### config.mk
export PLATFORM = sky130hd
export DESIGN_NAME = instr_fetch_flat
export DESIGN_NICKNAME = d
export VERILOG_FILES = /design/src/rtl/instr_fetch_if.sv /design/src/rtl/instr_fetch.sv /design/src/flat_wrapper.sv
export SDC_FILE = /design/constraint.sdc
export NUM_CORES = 1
export LEC_CHECK = 0
export CORE_UTILIZATION = 43
export DETAILED_ROUTE_END_ITERATION = 10
export GPL_TIMING_DRIVEN = 1
export PLACE_DENSITY = 0.8
export SLEW_MARGIN = 10
export SYNTH_ARGS = -nofsm -noshare
export SYNTH_HDL_FRONTEND = slang
export SYNTH_SLANG_ARGS = --single-unit
### constraint.sdc
create_clock -name clk -period 2.5 [get_ports clk]
set_clock_uncertainty 0.2 [all_clocks]
set_input_delay 0.25 -clock clk [delete_from_list [all_inputs] [get_ports clk]]
set_output_delay 0.25 -clock clk [all_outputs]
set_load 0.02 [all_outputs]
### src/rtl/instr_fetch_if.sv
// Bundle of the fetch unit's PC, instruction-memory and decode-side signals.
// The fetch unit connects through the master modport; the environment uses slave.
interface instr_fetch_if;
  logic [31:0] pc;
  logic        redirect;
  logic        imem_req;
  logic [31:0] imem_addr;
  logic        imem_gnt;
  logic        imem_rvalid;
  logic [31:0] imem_rdata;
  logic        imem_err;
  logic [31:0] instr;
  logic [31:0] instr_pc;
  logic        instr_valid;
  logic        instr_ready;
  logic        pc_advance;
  logic        fault;
  logic [31:0] fault_addr;

  modport master (
    input  pc, redirect, imem_gnt, imem_rvalid, imem_rdata, imem_err, instr_ready,
    output imem_req, imem_addr, instr, instr_pc, instr_valid, pc_advance, fault, fault_addr
  );

  modport slave (
    output pc, redirect, imem_gnt, imem_rvalid, imem_rdata, imem_err, instr_ready,
    input  imem_req, imem_addr, instr, instr_pc, instr_valid, pc_advance, fault, fault_addr
  );
endinterface

### src/rtl/instr_fetch.sv
// Single-outstanding instruction fetch unit: issues one imem request at a time,
// holds the fetched word for decode, squashes on redirect and traps fetch faults.
module instr_fetch #(
  parameter logic [31:0] NOP_INSTR = 32'h0000_0013
) (
  input  logic          clk,
  input  logic          rst_n,
  instr_fetch_if.master bus
);

  typedef enum logic [1:0] {
    REQ   = 2'd0,
    WAIT  = 2'd1,
    HOLD  = 2'd2,
    FAULT = 2'd3
  } state_e;

  state_e      state_q, state_d;
  logic        discard_q, discard_d;
  logic [31:0] instr_q, instr_d;
  logic [31:0] instr_pc_q, instr_pc_d;
  logic [31:0] fault_addr_q, fault_addr_d;
  logic        imem_req_s;
  logic        pc_advance_s;

  // State and datapath registers.
  always_ff @(posedge clk or negedge rst_n) begin
    if (!rst_n) begin
      state_q      <= REQ;
      discard_q    <= 1'b0;
      instr_q      <= NOP_INSTR;
      instr_pc_q   <= 32'h0000_0000;
      fault_addr_q <= 32'h0000_0000;
    end else begin
      state_q      <= state_d;
      discard_q    <= discard_d;
      instr_q      <= instr_d;
      instr_pc_q   <= instr_pc_d;
      fault_addr_q <= fault_addr_d;
    end
  end

  // Next-state, datapath updates and handshake outputs.
  always_comb begin
    state_d      = state_q;
    discard_d    = discard_q;
    instr_d      = instr_q;
    instr_pc_d   = instr_pc_q;
    fault_addr_d = fault_addr_q;
    imem_req_s   = 1'b0;
    pc_advance_s = 1'b0;

    case (state_q)
      REQ: begin
        if (bus.pc[1:0] != 2'b00) begin
          fault_addr_d = bus.pc;
          state_d      = FAULT;
        end else begin
          imem_req_s = 1'b1;
          if (bus.imem_gnt) begin
            // A redirect in the grant cycle means the granted address is already stale.
            instr_pc_d = bus.pc;
            discard_d  = bus.redirect;
            state_d    = WAIT;
          end else begin
            state_d = REQ;
          end
        end
      end

      WAIT: begin
        if (bus.imem_rvalid) begin
          if (discard_q || bus.redirect) begin
            discard_d = 1'b0;
            state_d   = REQ;
          end else if (bus.imem_err) begin
            fault_addr_d = instr_pc_q;
            state_d      = FAULT;
          end else begin
            instr_d = bus.imem_rdata;
            state_d = HOLD;
          end
        end else begin
          if (bus.redirect) begin
            discard_d = 1'b1;
          end else begin
            discard_d = discard_q;
          end
          state_d = WAIT;
        end
      end

      HOLD: begin
        // Redirect wins over acceptance: the held instruction is on the wrong path.
        if (bus.redirect) begin
          state_d = REQ;
        end else if (bus.instr_ready) begin
          pc_advance_s = 1'b1;
          state_d      = REQ;
        end else begin
          state_d = HOLD;
        end
      end

      FAULT: begin
        state_d = FAULT;
      end

      default: begin
        state_d = REQ;
      end
    endcase
  end

  assign bus.imem_req    = imem_req_s;
  assign bus.imem_addr   = bus.pc;
  assign bus.instr_valid = (state_q == HOLD);
  assign bus.instr       = (state_q == HOLD) ? instr_q : NOP_INSTR;
  assign bus.instr_pc    = instr_pc_q;
  assign bus.pc_advance  = pc_advance_s;
  assign bus.fault       = (state_q == FAULT);
  assign bus.fault_addr  = fault_addr_q;

endmodule

### src/flat_wrapper.sv
// flat-port wrapper written by rule: the top's interface ports become plain ports
module instr_fetch_flat 
#(
  parameter logic [31:0] NOP_INSTR = 32'h0000_0013
)
  (clk, rst_n, bus_pc, bus_redirect, bus_imem_gnt, bus_imem_rvalid, bus_imem_rdata, bus_imem_err, bus_instr_ready, bus_imem_req, bus_imem_addr, bus_instr, bus_instr_pc, bus_instr_valid, bus_pc_advance, bus_fault, bus_fault_addr);
  instr_fetch_if bus_i ();
  input  logic clk;
  input  logic rst_n;
  input wire logic [$bits(bus_i.pc)-1:0] bus_pc;
  input wire logic [$bits(bus_i.redirect)-1:0] bus_redirect;
  input wire logic [$bits(bus_i.imem_gnt)-1:0] bus_imem_gnt;
  input wire logic [$bits(bus_i.imem_rvalid)-1:0] bus_imem_rvalid;
  input wire logic [$bits(bus_i.imem_rdata)-1:0] bus_imem_rdata;
  input wire logic [$bits(bus_i.imem_err)-1:0] bus_imem_err;
  input wire logic [$bits(bus_i.instr_ready)-1:0] bus_instr_ready;
  output wire logic [$bits(bus_i.imem_req)-1:0] bus_imem_req;
  output wire logic [$bits(bus_i.imem_addr)-1:0] bus_imem_addr;
  output wire logic [$bits(bus_i.instr)-1:0] bus_instr;
  output wire logic [$bits(bus_i.instr_pc)-1:0] bus_instr_pc;
  output wire logic [$bits(bus_i.instr_valid)-1:0] bus_instr_valid;
  output wire logic [$bits(bus_i.pc_advance)-1:0] bus_pc_advance;
  output wire logic [$bits(bus_i.fault)-1:0] bus_fault;
  output wire logic [$bits(bus_i.fault_addr)-1:0] bus_fault_addr;
  assign bus_i.pc = bus_pc;
  assign bus_i.redirect = bus_redirect;
  assign bus_i.imem_gnt = bus_imem_gnt;
  assign bus_i.imem_rvalid = bus_imem_rvalid;
  assign bus_i.imem_rdata = bus_imem_rdata;
  assign bus_i.imem_err = bus_imem_err;
  assign bus_i.instr_ready = bus_instr_ready;
  assign bus_imem_req = bus_i.imem_req;
  assign bus_imem_addr = bus_i.imem_addr;
  assign bus_instr = bus_i.instr;
  assign bus_instr_pc = bus_i.instr_pc;
  assign bus_instr_valid = bus_i.instr_valid;
  assign bus_pc_advance = bus_i.pc_advance;
  assign bus_fault = bus_i.fault;
  assign bus_fault_addr = bus_i.fault_addr;
  instr_fetch #(.NOP_INSTR(NOP_INSTR)) u_core (.clk(clk), .rst_n(rst_n), .bus(bus_i));
endmodule
==> run metrics <==
status=finished, final reports clean; Switching Fraction=0.344; post-CTS repair timing setup buffer count=0; GRT Overall Usage=0.212; Clock Path Buffers=2; Clk network pwr share=0.157; syn_nets=405; Switching Power=2.88 mW; Pre-antenna DRT Iters=4; hold slack=0.0946 ns; Syn Area/Cell=14.7 µm²; Vias=3218; Pwr per Cell Area=1180 nW/µm²; GPL Wtd Cong=0.795; Ant. Diodes=0; cells after synthesis=334; number of CTS-inserted buffers=9; Synth-to-Final Area Change=45.1%; Overflow after GRT=0; Final setup viols=0; Tightest Pin Transition=0.491 ns; Routed WL per cell=18.5 µm; Critical Path RT=2.05 ns; via/cell ratio=4.94; Combinational Power Share=0.502; Met1 Wirelength=4640 µm; max cap viols=0; Fmax=418 MHz; setup_tns=0 ns; crit path launch=u_core.state_q[1]; number of H-tree levels=3; crit path launch type=flip-flop; largest net degree at the start of global routing=56; Final Cycle Share=0.958; Post-DRT Antenna Nets=0; min Tclk post-route=2.39 ns; WL final=12100 µm; HP Class=in2async; Synth Warn #=0; Yosys cell types=28; core area=11000 µm²; row count=38; path type of the worst setup path=reg2out; fraction of layout cells with a size suffix above 1=0.313; die extent in y=109 µm; worst r2r src=u_core.state_q[0]; clock sink total=99; CTS root buffer=clkbuf_16; drt drc=0; total power=8.37 mW; worst vdd ir=0.000776 V; met2 wire len=6310 µm; Met3 Wirelength=856 µm; count of input and output buffers=202; R2R Setup Slk=0.23 ns; LEAKAGE=3.29 nW; Critical Path Sink Type=output pin; final net count=578; reg-to-reg critical path endpoint=u_core.bus.fault_addr[0]; initial drt markers=102; Crit path arrival time=1.94 ns; initial antenna violation count=0; sequential share of power=0.341; FF+latch count, synth=99; critical-path maximum fanout=7; die width=109 µm; Top Ports=203; RSZ-0062 raised after global routing=no; sequential-to-total area share from yosys stat=0.506; internal power=5.49 mW; Reg clk slew, reported paths=0.07 ns; Final Hold Vio Count=0; Mapped Area=4900 µm²; initial core utilization=0.446; worst r2r path cells=4; Die Area=11800 µm²; vias in the first global route=3531; worst relative slew slack=0.673; first-pass GRT wire length=18700 µm; CTS tree=built; Detail Placement HPWL=8470 µm; max-slew violation count=0; Skew-Pair Late Insertion Delay=0.34 ns; DR top layer=met4
-- timing repair --
| item | 4_1_cts | 5_1_grt |
|---|---|---|
| setup endpoints to repair | 30 | 7 |
| hold buffers | 1 | 0 |
| resized for setup | 24 | 8 |
| hold endpoints to repair | 96 | 0 |
-- critical path, stage by stage (launching register included) --
cell and delay, ns:
dfrtp_2 0.44, inv_1 0.15, nor4b_1 0.33, clkdlybuf4s50_1 0.67
-- layout by cell type, fill, tap and decap left out, types with 2 or more instances in the layout --
master / instances
or3_1: 3
nor2_1: 2
o21ai_0: 4
clkbuf_8: 2
nor2b_4: 2
clkinv_2: 2
mux2_4: 60
buf_4: 5
buf_12: 4
dlygate4sd2_1: 22
mux2_2: 66
dfstp_2: 3
and2_1: 32
dlymetal6s2s_1: 7
clkbuf_16: 9
dfrtp_1: 95
a21oi_1: 2
clkdlybuf4s50_1: 172
nand2_1: 2
-- stage by stage --
| stage | utilization | instances | worst slack (ns) | area [µm²] |
|---|---|---|---|---|
| after global placement | 0.621 | 635 | 0.277 | 6820 |
| after floorplan | - | 334 | 0.266 | 4900 |
| after global routing | 0.648 | 652 | 0.0185 | 7110 |
| after detailed placement | 0.621 | 635 | 0.211 | 6820 |
| after CTS | 0.646 | 652 | 0.00293 | 7090 |
| final | 0.648 | 652 | 0.106 | 7110 |
-- per-layer routing --
layer  up-vias  track usage
li1       1469            -
met1      1608        0.235
met2       121        0.374
met3        20       0.0658
met4         0       0.0898
met5         -            0
-- power by group through the flow --
stage / registers, mW / logic [mW] / clock network, mW
finish: 2.85 / 4.20 / 1.32
global route: 2.95 / 4.44 / 1.41
CTS: 2.85 / 4.26 / 1.36
detailed placement: 2.85 / 4.29 / 0
global placement: 2.82 / 4.20 / 0
floorplan: 3.32 / 2.01 / 0
-- synth_stat cells --
cell type	number	area, µm²
nand2b_1	1	6.26
dfstp_2	3	78.8
inv_1	1	3.75
nor4b_1	1	8.76
or3_1	3	18.8
nor4_1	1	6.26
o31ai_1	1	7.51
buf_2	3	15.0
a21o_4	1	15.0
o21ai_0	4	20.0
and2_1	32	200
nor2b_4	1	13.8
nand2_1	2	7.51
nor2b_2	1	8.76
nor2_1	3	11.3
o22ai_1	1	6.26
mux2_4	60	901
buf_12	3	60.1
o21bai_1	1	7.51
buf_6	5	56.3
clkbuf_1	7	26.3
a21o_1	1	7.51
mux2_2	66	743
a21oi_1	2	10.0
dfrtp_1	96	2400
buf_4	32	240
nor3_1	1	5.00
and4bb_4	1	16.3
-- area by class of cell --
type | instances | area [µm²]
repair buffers | 212 | 2140
multi-input cells | 184 | 2030
fillers | 856 | 3870
inverters | 1 | 3.75
well taps | 140 | 175
flip-flops and latches | 99 | 2480
clock inverters | 4 | 26.3
clock buffers | 12 | 256
-- flip-flops by register name (all words and copies together), names as in the netlist --
register	count
u_core.bus.instr_pc	32
u_core.bus.fault_addr	32
u_core.discard_q	1
u_core.state_q	2
u_core.instr_q	32
-- how the worst max path moves through the flow --
stage	endpoint	cells after the start	slack, ns
after detailed placement	bus_instr[31]	5	0.21
after CTS	bus_instr[19]	5	0.003
after floorplan	u_core.bus.instr_pc[10]	4	0.27
after global placement	u_core.instr_q[31]	5	0.28
after global routing	bus_pc_advance	3	0.02
final	bus_pc_advance	3	0.11
-- cells by family (layout without fill, tap and decap cells) --
kind of cell | after synthesis | in the layout | synth area share
AND/OR/NAND/NOR | 47 | 47 | 0.0618
AO/OA/AOI/OAI | 11 | 11 | 0.0151
buffers and inverters | 51 | 229 | 0.0819
multiplexers | 126 | 126 | 0.335
flip-flops | 99 | 99 | 0.506
Note: power is estimated with default switching activity, not from simulation.
